==> src/rtl/serial_add_pkg.sv <==
// Shared definitions for the serial-add scheduler: FSM encoding, requester
// indices and the round-robin pick used by the arbiter.
package serial_add_pkg;

    typedef enum logic [1:0] {
        IDLE  = 2'b00,
        LOAD  = 2'b01,
        SHIFT = 2'b10,
        DONE  = 2'b11
    } state_t;

    localparam logic REQ0 = 1'b0;
    localparam logic REQ1 = 1'b1;

    // On a tie the requester that was not served last wins.
    function automatic logic rr_pick(input logic r0, input logic r1, input logic last_id);
        if (r0 && r1) begin
            return ~last_id;
        end else if (r1) begin
            return REQ1;
        end else begin
            return REQ0;
        end
    endfunction

endpackage

==> src/rtl/serial_add_core.sv <==
// Bit-serial ripple adder datapath: operand shift registers, carry flop,
// partial-sum register and a down-counting bit counter.
module serial_add_core #(
    parameter int N = 4
) (
    input  logic         clock,
    input  logic         resetn,
    input  logic         load,
    input  logic         shift_en,
    input  logic [N-1:0] a,
    input  logic [N-1:0] b,
    output logic [N-1:0] psum,
    output logic         carry,
    output logic         last_bit
);
    localparam int CNT_W = $clog2(N + 1);

    logic [N-1:0]     qa;
    logic [N-1:0]     qb;
    logic [N-2:0]     psum_q;
    logic             carry_q;
    logic [CNT_W-1:0] count;
    logic             s_bit;

    // psum/carry present the values as they will be after the current shift
    // edge, so the scheduler can capture the finished result on the last one.
    assign s_bit    = qa[0] ^ qb[0] ^ carry_q;
    assign psum     = {s_bit, psum_q};
    assign carry    = (qa[0] & qb[0]) | (qa[0] & carry_q) | (qb[0] & carry_q);
    assign last_bit = shift_en && (count == CNT_W'(1));

    always_ff @(posedge clock) begin
        if (!resetn) begin
            qa      <= '0;
            qb      <= '0;
            psum_q  <= '0;
            carry_q <= 1'b0;
            count   <= '0;
        end else if (load) begin
            qa      <= a;
            qb      <= b;
            psum_q  <= '0;
            carry_q <= 1'b0;
            count   <= CNT_W'(N);
        end else if (shift_en) begin
            qa      <= {1'b0, qa[N-1:1]};
            qb      <= {1'b0, qb[N-1:1]};
            psum_q  <= psum[N-1:1];
            carry_q <= carry;
            count   <= count - CNT_W'(1);
        end
    end

endmodule

==> src/rtl/serial_add_scheduler.sv <==
// Shares one bit-serial adder between two req/ack requesters with
// round-robin arbitration and publishes each result with a done pulse.
//
//   state | meaning
//   IDLE  | arbitrate pending requests, load core on grant
//   LOAD  | ack pulse to granted requester
//   SHIFT | N serial add cycles
//   DONE  | done pulse, result registers newly valid
module serial_add_scheduler
    import serial_add_pkg::*;
#(
    parameter int N = 4
) (
    input  logic         clock,
    input  logic         resetn,
    input  logic         req0,
    input  logic [N-1:0] a0,
    input  logic [N-1:0] b0,
    input  logic         req1,
    input  logic [N-1:0] a1,
    input  logic [N-1:0] b1,
    output logic         ack0,
    output logic         ack1,
    output logic         busy,
    output logic [N-1:0] sum,
    output logic         cout,
    output logic         done,
    output logic         done_id
);
    state_t       state;
    state_t       state_nxt;
    logic         gid;
    logic         last_id;
    logic         grant_id;
    logic         load;
    logic         shift_en;
    logic         ack0_nxt;
    logic         ack1_nxt;
    logic         done_nxt;
    logic [N-1:0] core_a;
    logic [N-1:0] core_b;
    logic [N-1:0] core_psum;
    logic         core_carry;
    logic         core_last;

    assign grant_id = rr_pick(req0, req1, last_id);
    assign core_a   = (grant_id == REQ1) ? a1 : a0;
    assign core_b   = (grant_id == REQ1) ? b1 : b0;

    serial_add_core #(.N(N)) u_core (
        .clock    (clock),
        .resetn   (resetn),
        .load     (load),
        .shift_en (shift_en),
        .a        (core_a),
        .b        (core_b),
        .psum     (core_psum),
        .carry    (core_carry),
        .last_bit (core_last)
    );

    always_comb begin
        state_nxt = state;
        load      = 1'b0;
        shift_en  = 1'b0;
        ack0_nxt  = 1'b0;
        ack1_nxt  = 1'b0;
        done_nxt  = 1'b0;
        case (state)
            IDLE: begin
                if (req0 || req1) begin
                    load      = 1'b1;
                    ack0_nxt  = (grant_id == REQ0);
                    ack1_nxt  = (grant_id == REQ1);
                    state_nxt = LOAD;
                end
            end
            LOAD: state_nxt = SHIFT;
            SHIFT: begin
                shift_en = 1'b1;
                if (core_last) begin
                    done_nxt  = 1'b1;
                    state_nxt = DONE;
                end
            end
            DONE:    state_nxt = IDLE;
            default: state_nxt = IDLE;
        endcase
    end

    // Outputs are registered from next-state values so they line up with state.
    always_ff @(posedge clock) begin
        if (!resetn) begin
            state   <= IDLE;
            ack0    <= 1'b0;
            ack1    <= 1'b0;
            done    <= 1'b0;
            busy    <= 1'b0;
            sum     <= '0;
            cout    <= 1'b0;
            done_id <= 1'b0;
            gid     <= 1'b0;
            last_id <= 1'b1;
        end else begin
            state <= state_nxt;
            ack0  <= ack0_nxt;
            ack1  <= ack1_nxt;
            done  <= done_nxt;
            busy  <= (state_nxt != IDLE);
            if (load) begin
                gid     <= grant_id;
                last_id <= grant_id;
            end
            if (done_nxt) begin
                sum     <= core_psum;
                cout    <= core_carry;
                done_id <= gid;
            end
        end
    end

endmodule

==> config.mk <==
export PLATFORM = sky130hd
export DESIGN_NAME = serial_add_scheduler
export DESIGN_NICKNAME = d
export VERILOG_FILES = /design/src/rtl/serial_add_pkg.sv /design/src/rtl/serial_add_core.sv /design/src/rtl/serial_add_scheduler.sv
export SDC_FILE = /design/constraint.sdc
export NUM_CORES = 1
export LEC_CHECK = 0
export ABC_AREA = 0
export CORE_MARGIN = 5
export CORE_UTILIZATION = 26
export DETAILED_ROUTE_END_ITERATION = 12
export GPL_TIMING_DRIVEN = 0
export SYNTH_ARGS = -nofsm -noshare
export SYNTH_HDL_FRONTEND = slang
export SYNTH_SLANG_ARGS = --single-unit
export TNS_END_PERCENT = 5
==> constraint.sdc <==
create_clock -name clock -period 1.2 [get_ports clock]
set_input_delay 0.12 -clock clock [delete_from_list [all_inputs] [get_ports clock]]
set_output_delay 0.12 -clock clock [all_outputs]
set_load 0.1 [all_outputs]
# ---- After elaboration in Yosys (flattened, before gate mapping)
# Index checks and enable logic that the tools add are counted.
dict set report op_classes {
  n_addsub 1
  eq_ne 4
  muxes 18
  bitwise 10
  n_reduce_logical 8
}
# operator n
set ops {}
lappend ops {{2-to-1 mux 4 bit} 6}
lappend ops {{case mux 2 bit (4 select lines)} 1}
lappend ops {{2-to-1 mux 1 bit} 7}
lappend ops {{2-to-1 mux 3 bit} 2}
lappend ops {{equality test 2 bit (second input constant)} 2}
lappend ops {{2-to-1 mux 2 bit} 2}
lappend ops {{nonzero test 2 bit} 2}
lappend ops {{bitwise AND 1 bit} 3}
lappend ops {{equality test 3 x 1 -> 1 bit (second input constant)} 1}
lappend ops {{inverter 1 bit} 3}
lappend ops {{AND reduction 3 bit} 1}
lappend ops {{subtractor 3 x 1 -> 3 bit (second input constant)} 1}
lappend ops {{equality test 2 x 1 -> 1 bit (second input constant)} 1}
lappend ops {{logical AND 1 bit} 2}
lappend ops {{zero test 2 bit} 1}
lappend ops {{bitwise OR 1 bit} 2}
lappend ops {{OR reduction 2 bit} 1}
lappend ops {{bitwise XOR 1 bit} 2}
lappend ops {{logical OR 1 bit} 1}
dict set report totals {
  regBits 29
  word_cells 57
}

# ---- Depth between registers and ports, before layout
dict set report logic_depth {
  ltp_word 6
  depth_mapped 7
  ltp_nobuf 5
}

# ---- Hierarchy
# From an unflattened synthesis, not the netlist that was laid out.
dict set report hier_totals {
  cells_unflattened 138
  area_unflattened_um2 1426.4
}
# module instances cells_each area_each_um2 seq_area_each_um2
set modules_own_cells {}
lappend modules_own_cells {serial_add_core 1 67 754.5 300.3}
lappend modules_own_cells {serial_add_scheduler 1 71 671.9 280.3}

# ---- Worst setup path before layout
# Ideal clock, no wire load.
dict set report synth_timing {
  path_kind {register to register}
  from {reg state[0]}
  to {reg cout}
  setup_ps 129
  t_arrival_ps 1169
  slack_ps -98
  path_stages_with_launch 8
  path_buffers 2
  period_less_slack_ps 1298
  cell_sequence {dfxtp_1 -> inv_1 -> ha_1 -> buf_2 -> nand3b_1 -> buf_2 -> mux2i_1 -> nor2_1}
}
dict set report synth_via {
  elab_chain_len 5
}
# item line_no
set synth_lines {}
lappend synth_lines {{start, declared} serial_add_scheduler.sv:30} ;# state_t state;
lappend synth_lines {{start signal, assigned} serial_add_scheduler.sv:105} ;# state <= state_nxt;
lappend synth_lines {{equality test 2 bit *} serial_add_scheduler.sv:69} ;# case (state)
lappend synth_lines {{2-to-1 mux 1 bit} serial_add_scheduler.sv:69}
lappend synth_lines {{logical AND 1 bit} serial_add_core.sv:30} ;# assign last_bit = shift_en && (count == CNT_W'(1));
lappend synth_lines {{2-to-1 mux 1 bit} serial_add_scheduler.sv:81} ;# if (core_last) begin
lappend synth_lines {{2-to-1 mux 1 bit *} serial_add_scheduler.sv:69}
lappend synth_lines {{end signal, assigned} serial_add_scheduler.sv:116} ;# cout <= core_carry;
lappend synth_lines {{end, declared} serial_add_scheduler.sv:26} ;# output logic cout,
# Mark *: on every way between the ends. The rest lies on a longest branch, timed or not.
# A chain may end at the register's enable or synchronous reset.

# ---- Worst setup path after layout
dict set report layout_timing {
  from {reg state[0]}
  to {reg u_core.qb[0]}
}
dict set report layout_via {
  elab_chain_len 3
}
# item line_no
set layout_lines {}
lappend layout_lines {{equality test 2 bit or zero test 2 bit (tied branches)} serial_add_scheduler.sv:69}
lappend layout_lines {{2-to-1 mux 1 bit} serial_add_scheduler.sv:69}
lappend layout_lines {{nonzero test 2 bit (no source line) or 2-to-1 mux 4 bit (tied branches)} --}
lappend layout_lines {{end signal, assigned} serial_add_core.sv:47} ;# qb <= {1'b0, qb[N-1:1]};
lappend layout_lines {{end, declared} serial_add_core.sv:19} ;# logic [N-1:0] qb;
# Parallel ways exist; a longest one is shown, timed or not.

==> qor.yml <==
grt_pass1_wl_um: 5110
fin_crit_ps: 1250
drc_errors: 0
finalWirelength_um: 3060
max_freq_ghz: 0.799
syn_nets: 162
ys_ff_latch: 29
gp_congestion: 0.763
slew_headroom_pct: 65.9
yosysSeqAreaShare_pct: 45.4
holdPathStages: 3
rr_startpoint: "state[0]"
clk_pin_slew_ps: 60
fin_worst_skew_ps: 2.68
setup_tns_ps: -212
fin_area_um2: 1830
core-area_um2: 4750
crit_end: "u_core.qb[0]"
synth.most_common_cell: "dfxtp_1"
synth_top_area_share_pct: 45.4
crit_required_ps: 1390
ctsHoldBuffers: 0
finalPower_mw: 4.18
syn_avg_cell_area_um2: 9.33
synth_common_cells: "29 x dfxtp_1, 15 x nor2_1, 12 x nand3_1"
min_period_over_period_pct: 104
clk_path_buf_depth: 2
ys_types: 35
synth_area_um2: 1280
yosysWarnings: 0
cp-end-kind: "flop"
clk_latency_ps: 280
drt-wirelength-per-cell_um: 12.7
portBuffers: 27
worstSetupPathType: "flop to flop"
first_pass_iters: 4
worstMarginPinSlew_ps: 512
post_drt_via_cell_ratio: 4.50
drive_gt1_share_pct: 31.6
maxCapViolations: 0
path_max_fanout: 6
drtIter0Drc: 30
irDropWorstVdd_v: 0.000718
finalWorstSetupSlack_ps: -51.3
ys_async_sr_fraction_pct: 0
syn-instance-count: 137
r2r_slack_ps: -50
n_antenna_cell: 0
die_w_um: 80.1
startpoint: "state[0]"
ant_nets: 0
worstHoldPathType: "input port to flop"
cts_htree_levels: 2
worstReg2RegEnd: "u_core.qb[0]"
nets: 198
power_density_nw_per_um2: 2280
root_buffer: "clkbuf_8"
grt_usage_pct: 10.4
grt_max_degree: 11
final_util_pct: 38.6
vias: 1084
rows: 25
status: "complete, but fails checks"
initial_core_util_pct: 26.9
grt_overflow: 0
worst_setup_path_start_kind: "flop"
cts_tree: "yes"
grt_pass1_vias: 1114
synth_edf_count: 0
num_io_pins: 30
clock-sinks: 29
finalHoldViolCount: 0
place_area_um2: 1670
antenna_found_initial: 0
synthFlopType: "dfxtp_1"
setup_viol: 7
worst_r2r_path_depth: 6
finalMaxSlewViolations: 0
nFillCells: 519
violations: "negative setup slack"
hpwlAfterDp_um: 2080
grt_setup_unrepaired: "yes"
synth_top_area_cell: "dfxtp_1"
synth.top_cells.by_area: "dfxtp_1 45%, mux2i_1 7.8%, nand3_1 4.7%"
worstPathArrival_ps: 1440
cts_buffers: 5
p_leak_nw: 0.740
die_h_um: 80.1
area_growth_syn_to_layout_pct: 43.3
die_area_um2: 6420
-- state kept, by name, summed over array words and instances, names as in the netlist --
signal,flops
u_core.count,3
ack1,1
state,2
done_id,1
last_id,1
done,1
sum,4
gid,1
cout,1
ack0,1
u_core.qb,4
u_core.qa,4
busy,1
u_core.psum_q,3
u_core.carry_q,1
-- timing repair --
item,CTS,global route
endpoints found under the setup margin,33,22
buffers inserted,4,0
resized for setup,63,12
pin swaps,4,7
-- worst min path at each step --
stage	startpoint	end	slack, ps
floorplan	a0[0]	u_core.qa[0]	290
global placement	req0	ack0	390
detailed placement	req0	ack0	390
CTS	req0	ack0	90
global route	req0	ack0	100
finish	req0	ack0	100
-- logic make-up (layout without fill, tap and decap cells) --
family	count (synthesis)	count (layout)	synth area share, %
AO/OA/AOI/OAI	25	25	15.5
XOR/XNOR	2	2	1.37
adder cells (fa/ha/maj)	5	5	5.48
buffers and inverters	16	53	6.07
flip-flops	29	29	45.4
multiplexers	10	10	7.83
AND/OR/NAND/NOR	50	50	18.4
-- metal layers --
layer	GRT usage (%)	vias to the layer above	wire [µm]
met5	0	-	0
met4	4.56	0	57
met3	3.70	7	163
met2	16.8	20	1440
met1	12.3	504	1400
li1	-	553	-
-- report_power, final --
| group | switching (mW) | internal [mW] | leakage (nW) |
|---|---|---|---|
| combinational | 1.07 | 0.757 | 0.440 |
| sequential | 0.127 | 1.18 | 0.242 |
| clock | 0.372 | 0.676 | 0.0585 |
| total | 1.57 | 2.61 | 0.740 |
-- per-stage QoR --
step                worst slack [ps]  hold WS, ps  std cells
floorplan                      -23.1          288        137
global placement                -388          388        231
detailed placement              -413          390        231
CTS                            -84.3         91.4        242
global route                    -126          103        241
finish                         -51.3         99.1        241
-- worst max-delay path, stage by stage (launching register included) --
cell	delay, ps
dfxtp_2	320
inv_4	70
ha_4	190
and2_0	130
buf_4	140
nand3_2	70
a311oi_2	240
-- cell usage in the layout (no fill, tap or decap), types with 2 or more instances in the layout --
master           instances
a311oi_2                 4
nand3_2                  2
ha_4                     2
buf_4                    5
nor3_1                   6
a311oi_1                 2
mux2i_1                 10
dfxtp_1                 20
o22ai_1                  2
nor2_1                  15
nand3_1                 10
o21ai_1                  2
inv_2                    2
o21ai_0                  4
ha_1                     2
clkbuf_8                 6
clkdlybuf4s50_1         16
dfxtp_2                  9
buf_2                   11
buf_6                    3
inv_1                    3
a32oi_1                  2
nand2_1                  9
-- final cells by class --
type                       instances  area, µm²  share of cell area [%]
buffer                             8       62.6                    3.41
clock buffer                       7       86.3                    4.71
clock inverter                     1       30.0                    1.64
inverter                           6       25.0                    1.37
multi-input combinational         92        689                    37.6
sequential                        29        592                    32.3
tap                               67       83.8                    4.57
timing repair buffer              31        264                    14.4
No activity file was read; power rests on OpenSTA's default activity.
